[src/rtl/fpu_pkg.sv]
// Shared FPU rounding definitions: rounding modes, precision widths and
// significand field positions within the pre-round operand.
package fpu_pkg;

  typedef enum logic [1:0] {
    RM_RNE = 2'b00,
    RM_RZ  = 2'b01,
    RM_RU  = 2'b10,
    RM_RD  = 2'b11
  } rm_e;

  localparam int unsigned E_W     = 11;
  localparam int unsigned F_W     = 56;
  localparam int unsigned DBL_W   = 53;
  localparam int unsigned SGL_W   = 24;
  localparam int unsigned DBL_LSB = 3;
  localparam int unsigned SGL_LSB = 32;

endpackage

[src/rtl/sig_round_stage_rnd_decide.sv]
// Rounding decision: from lsb/guard/sticky, mode and sign decide whether to
// increment the significand and whether the result is inexact.
module rnd_decide
  import fpu_pkg::*;
(
  input  logic       lsb,
  input  logic       g,
  input  logic       st,
  input  logic [1:0] rm,
  input  logic       sign,
  output logic       inc,
  output logic       inx
);

  always_comb begin
    inx = g | st;
    inc = 1'b0;
    case (rm_e'(rm))
      RM_RNE:  inc = g & (st | lsb);
      RM_RZ:   inc = 1'b0;
      RM_RU:   inc = ~sign & inx;
      RM_RD:   inc = sign & inx;
      default: inc = 1'b0;
    endcase
  end

endmodule

[src/rtl/sig_round_stage.sv]
// Two-stage significand rounding pipeline with valid/ready handshakes.
// Define FPU_RND_STATS_EN to add saturating inexact/overflow counters.
module sig_round_stage
  import fpu_pkg::*;
#(
  parameter int unsigned CNT_W = 16
) (
  input  logic             clk,
  input  logic             rst_n,
  input  logic             in_valid,
  output logic             in_ready,
  input  logic             in_sign,
  input  logic             in_db,
  input  logic [1:0]       in_rm,
  input  logic [E_W-1:0]   in_e1,
  input  logic [F_W-1:0]   in_f,
  output logic             out_valid,
  input  logic             out_ready,
  output logic             out_sign,
  output logic             out_db,
  output logic [E_W-1:0]   out_e2,
  output logic [DBL_W-1:0] out_f2,
  output logic             out_sigovf,
`ifdef FPU_RND_STATS_EN
  input  logic             stat_clr,
  output logic [CNT_W-1:0] stat_inx_cnt,
  output logic [CNT_W-1:0] stat_ovf_cnt,
`endif
  output logic             out_inx
);

  localparam logic [DBL_W:0] DBL_ULP = (DBL_W+1)'(1);
  localparam logic [DBL_W:0] SGL_ULP = (DBL_W+1)'(1) << (DBL_W - SGL_W);

  logic             s1_valid;
  logic             s1_sign;
  logic             s1_db;
  logic [E_W-1:0]   s1_e1;
  logic [DBL_W-1:0] s1_sig;
  logic             s1_inc;
  logic             s1_inx;
  logic             s2_ready;

  logic             lsb, g, st, inc, inx;
  logic [DBL_W-1:0] in_sig;
  logic [DBL_W:0]   sum;
  logic             ovf;
  logic [DBL_W-1:0] f2;

  assign s2_ready = ~out_valid | out_ready;
  assign in_ready = ~s1_valid | s2_ready;

  // Single significands are left-aligned in the 53-bit field so one adder
  // and one carry-out serve both precisions.
  always_comb begin
    lsb    = in_db ? in_f[DBL_LSB]     : in_f[SGL_LSB];
    g      = in_db ? in_f[DBL_LSB-1]   : in_f[SGL_LSB-1];
    st     = in_db ? |in_f[DBL_LSB-2:0] : |in_f[SGL_LSB-2:0];
    in_sig = in_db ? in_f[F_W-1:DBL_LSB]
                   : {in_f[F_W-1:SGL_LSB], (DBL_W-SGL_W)'(0)};
  end

  rnd_decide u_rnd_decide (
    .lsb  (lsb),
    .g    (g),
    .st   (st),
    .rm   (in_rm),
    .sign (in_sign),
    .inc  (inc),
    .inx  (inx)
  );

  always_comb begin
    sum = {1'b0, s1_sig} + (s1_inc ? (s1_db ? DBL_ULP : SGL_ULP) : '0);
    ovf = sum[DBL_W];
    f2  = ovf ? {1'b1, (DBL_W-1)'(0)} : sum[DBL_W-1:0];
  end

  always_ff @(posedge clk or negedge rst_n) begin
    if (!rst_n) begin
      s1_valid  <= 1'b0;
      out_valid <= 1'b0;
    end else begin
      if (in_ready) s1_valid  <= in_valid;
      if (s2_ready) out_valid <= s1_valid;
    end
  end

  always_ff @(posedge clk) begin
    if (in_valid && in_ready) begin
      s1_sign <= in_sign;
      s1_db   <= in_db;
      s1_e1   <= in_e1;
      s1_sig  <= in_sig;
      s1_inc  <= inc;
      s1_inx  <= inx;
    end
    if (s1_valid && s2_ready) begin
      out_sign   <= s1_sign;
      out_db     <= s1_db;
      out_e2     <= s1_e1 + E_W'(ovf);
      out_f2     <= f2;
      out_sigovf <= ovf;
      out_inx    <= s1_inx;
    end
  end

`ifdef FPU_RND_STATS_EN
  always_ff @(posedge clk or negedge rst_n) begin
    if (!rst_n) begin
      stat_inx_cnt <= '0;
      stat_ovf_cnt <= '0;
    end else if (stat_clr) begin
      stat_inx_cnt <= '0;
      stat_ovf_cnt <= '0;
    end else if (out_valid && out_ready) begin
      if (out_inx && stat_inx_cnt != '1)    stat_inx_cnt <= stat_inx_cnt + 1'b1;
      if (out_sigovf && stat_ovf_cnt != '1) stat_ovf_cnt <= stat_ovf_cnt + 1'b1;
    end
  end
`endif

endmodule

[config.mk]
export PLATFORM = sky130hd
export DESIGN_NAME = sig_round_stage
export DESIGN_NICKNAME = d
export VERILOG_FILES = /design/src/rtl/fpu_pkg.sv /design/src/rtl/sig_round_stage_rnd_decide.sv /design/src/rtl/sig_round_stage.sv
export SDC_FILE = /design/constraint.sdc
export NUM_CORES = 1
export LEC_CHECK = 0
export BUFFER_PORTS_ARGS = -buffer_cell sky130_fd_sc_hd__buf_2
export CORE_MARGIN = 2
export CORE_UTILIZATION = 45
export CTS_BUF_LIST = sky130_fd_sc_hd__clkbuf_4 sky130_fd_sc_hd__clkbuf_8
export DETAILED_ROUTE_END_ITERATION = 8
export GPL_TIMING_DRIVEN = 1
export PLACE_DENSITY_LB_ADDON = 0.2
export SYNTH_ARGS = -nofsm -noshare
export SYNTH_HDL_FRONTEND = slang
export SYNTH_SLANG_ARGS = --single-unit
[constraint.sdc]
create_clock -name clk -period 3.5 [get_ports clk]
set_input_delay 0.175 -clock clk [delete_from_list [all_inputs] [get_ports clk]]
set_output_delay 0.175 -clock clk [all_outputs]
set_load 0.05 [all_outputs]
==> flow_summary.json <==
{
  "grt_overflow": 0,
  "synth_top_area_frac": 0.671,
  "fin_total_pwr_mw": 4.08,
  "yosysTopAreaCell": "edfxtp_1",
  "synth_top_family_by_area": "simple AND/OR/NAND/NOR gates",
  "worstPathArrival_ns": 3.26,
  "avgRoutedWirePerCell_um": 15.0,
  "synth_nets": 510,
  "path_cells": "and2_1 > ha_1 > nand2_1 > nor3_1 > buf_4 > and3_1 > a21oi_2 > nor4_1 > ha_1 > ha_1 > nand3_1 > nor2_1 > xor2_1",
  "place_inst": 746,
  "synth.area.mux_share": 0.00863,
  "ys.flop_type": "edfxtp_1",
  "worst_pin_slew_ns": 0.899,
  "place_ws_ns": 0.413,
  "slew_violations": 0,
  "clock_latency_ns": 0.44,
  "cts_tree": "yes",
  "outcome": "completed",
  "grt_pass1_wl_um": 19300,
  "grt_usage": 0.178,
  "wl_um": 12400,
  "min_period_over_period": 0.878,
  "layout_min_cycle_time_ns": 3.07,
  "timing_worst_setup_path_type": "reg -> reg",
  "synth_most_common_cell": "edfxtp_1",
  "antenna_found_initial": 0,
  "ir_worst_vdd_mv": 0.305,
  "ys_types": 47,
  "ant_nets": 0,
  "max-clock-path-buffers": 2,
  "p_leak_nw": 3.07,
  "grt_max_degree": 37,
  "crit_buf_inv": 1,
  "synth_fa_ha_area_frac": 0.0123,
  "synth_compound_area_frac": 0.0167,
  "vias": 4030,
  "area_growth_pct": 31.5,
  "place_congestion": 0.821,
  "via_per_inst": 4.87,
  "synth.ff_latch_count": 138,
  "maxCapViolCount": 0,
  "synth_edf_count": 136,
  "synth_area_um2": 6090,
  "start_util": 0.460,
  "n_antenna_cell": 0,
  "clkTransAtPathRegs_ns": 0.07,
  "die_y_um": 120,
  "async_flop_share": 0.0145,
  "path_max_fanout": 5,
  "cts_root_buf": "clkbuf_8",
  "dp_hpwl_um": 8570,
  "ys_warn_count": 0,
  "synth_commonest_cells": "136 x edfxtp_1, 51 x nor2_1, 33 x and2_1, 32 x xnor2_1, 25 x xor2_1",
  "worstSetupStartpointType": "flop",
  "nets": 719,
  "dieArea_um2": 14500,
  "synth-simple-area-share": 0.188,
  "ys_seq_area_frac": 0.679,
  "hold_viol": 0,
  "instances_no_fill": 827,
  "relSlewSlack": 0.401,
  "cp_data_required_time_ns": 3.68,
  "grt_pass1_vias": 4012,
  "die_x_um": 120,
  "cts-htree-levels": 4,
  "synth_xor_area_frac": 0.0820,
  "tns_ns": 0,
  "finalSetupViolCount": 0,
  "crit_slowest_cell": "nor4_1",
  "synthCells": 429,
  "num_rows": 42,
  "drtIter0Drc": 189,
  "drt-pass1-iter-count": 4,
  "setup_slack_ns": 0.427,
  "slowest_delay_ns": 0.53,
  "endpoint_kind": "flop",
  "syn_avg_cell_area_um2": 14.2,
  "synthTopCellsByArea": "edfxtp_1 67%, xnor2_1 4.6%, xor2_1 3.6%",
  "core_area_um2": 13200,
  "clock_skew_ns": 0.0113,
  "io_pins": 145,
  "power_density_nw_per_um2": 510,
  "post-route-drc-count": 0,
  "cts_made_buffers": 17,
  "nFillCells": 1085,
  "hold_class": "in -> reg",
  "drive_above_1_share": 0.323,
  "rsz0062_at_grt": "no",
  "fmax_mhz": 325,
  "critPathMostFrequentCell": "ha_1",
  "io_buffers": 144,
  "clock-sinks": 138,
  "cp_top_family": "simple AND/OR/NAND/NOR gates"
}
-- timing repair --
| action | 4_1_cts | 5_1_grt |
|---|---|---|
| hold endpoints to repair | 49 | 0 |
| gates resized for setup | 0 | 0 |
| hold buffers | 49 | 0 |
| setup buffers | 0 | 0 |
-- kinds of logic after synthesis --
family / after synthesis
buf+inv: 15
simple gates: 195
fa+ha+maj: 6
mux: 5
compound gates: 13
flops: 138
xor+xnor: 57
-- final timing paths --
path | cells past startpoint | slack, ns | to | start
max | 13 | 0.43 | out_e2[10]$_DFFE_PP_ | s1_db$_DFFE_PP_
min | 2 | 0.04 | s1_sig[1]$_SDFFCE_PN0P_ | in_f[4]
max reg2reg | 13 | 0.43 | out_e2[10]$_DFFE_PP_ | s1_db$_DFFE_PP_
min reg2reg | 0 | 0.42 | out_sign$_DFFE_PP_ | s1_sign$_DFFE_PP_
max in group asynchronous | 3 | 2.80 | out_valid$_DFFE_PN0P_ | rst_n
min in group asynchronous | 2 | 0.05 | s1_valid$_DFFE_PN0N_ | rst_n
-- placed cells by master, fill, tap and decap left out, types with 2 or more instances in the layout --
cell / count
nand2b_1: 7
buf_4: 7
nor3_2: 2
clkbuf_8: 18
and2_2: 3
and4_1: 6
nor4_1: 8
and3_1: 7
xnor2_1: 32
mux2_2: 2
nor4_4: 2
a21oi_1: 3
nand4_1: 6
dlygate4sd3_1: 49
edfxtp_1: 136
nand3_1: 19
nor2_2: 2
nor4_2: 2
nor2b_1: 6
clkinvlp_4: 2
dfrtp_1: 2
clkinv_2: 6
nor2_1: 51
nand2_1: 21
nor3b_2: 3
inv_1: 4
o21ai_0: 3
and2_1: 31
mux2i_1: 3
ha_1: 6
a21oi_2: 2
nor3_1: 9
bufinv_16: 6
xor2_1: 25
buf_2: 144
-- metal layers --
layer,vias up,share of wire,global-route usage
met2,120,0.49,0.302
met4,0,0.021,0.0872
met5,-,0,0
met3,17,0.054,0.0453
met1,1915,0.43,0.211
li1,1978,-,-
-- flip-flops by register name, summed over array words and instances, names as in the netlist, 11 cells and up --
register,count
out_f2,53
s1_sig,53
out_e2,11
s1_e1,11
-- report_power, final --
| part | internal [mW] | switching (mW) | total (mW) | leakage [nW] |
|---|---|---|---|---|
| Sequential | 1.96 | 0.0603 | 2.03 | 1.34 |
| Combinational | 0.170 | 0.375 | 0.545 | 1.49 |
| Clock | 0.930 | 0.583 | 1.51 | 0.238 |
-- stage by stage --
stage / cell area, µm² / util / hold slack (ns)
after global placement: 7040 / 0.531 / -0.0409
after global routing: 8000 / 0.604 / 0.0128
after floorplan: 6090 / - / -0.121
after detailed placement: 7040 / 0.531 / -0.0355
final: 8000 / 0.604 / 0.0378
after CTS: 8000 / 0.604 / 0.000313
-- area by class of cell --
| cell class | instances | area (µm²) | share of cell area |
|---|---|---|---|
| tap | 176 | 220 | 0.0275 |
| multi-input combinational | 276 | 1870 | 0.234 |
| sequential | 138 | 4130 | 0.517 |
| clock inverter | 14 | 225 | 0.0282 |
| inverter | 4 | 15.0 | 0.00188 |
| timing repair buffer | 201 | 1280 | 0.160 |
| clock buffer | 18 | 248 | 0.0310 |
No activity file was read; power rests on OpenSTA's default activity.
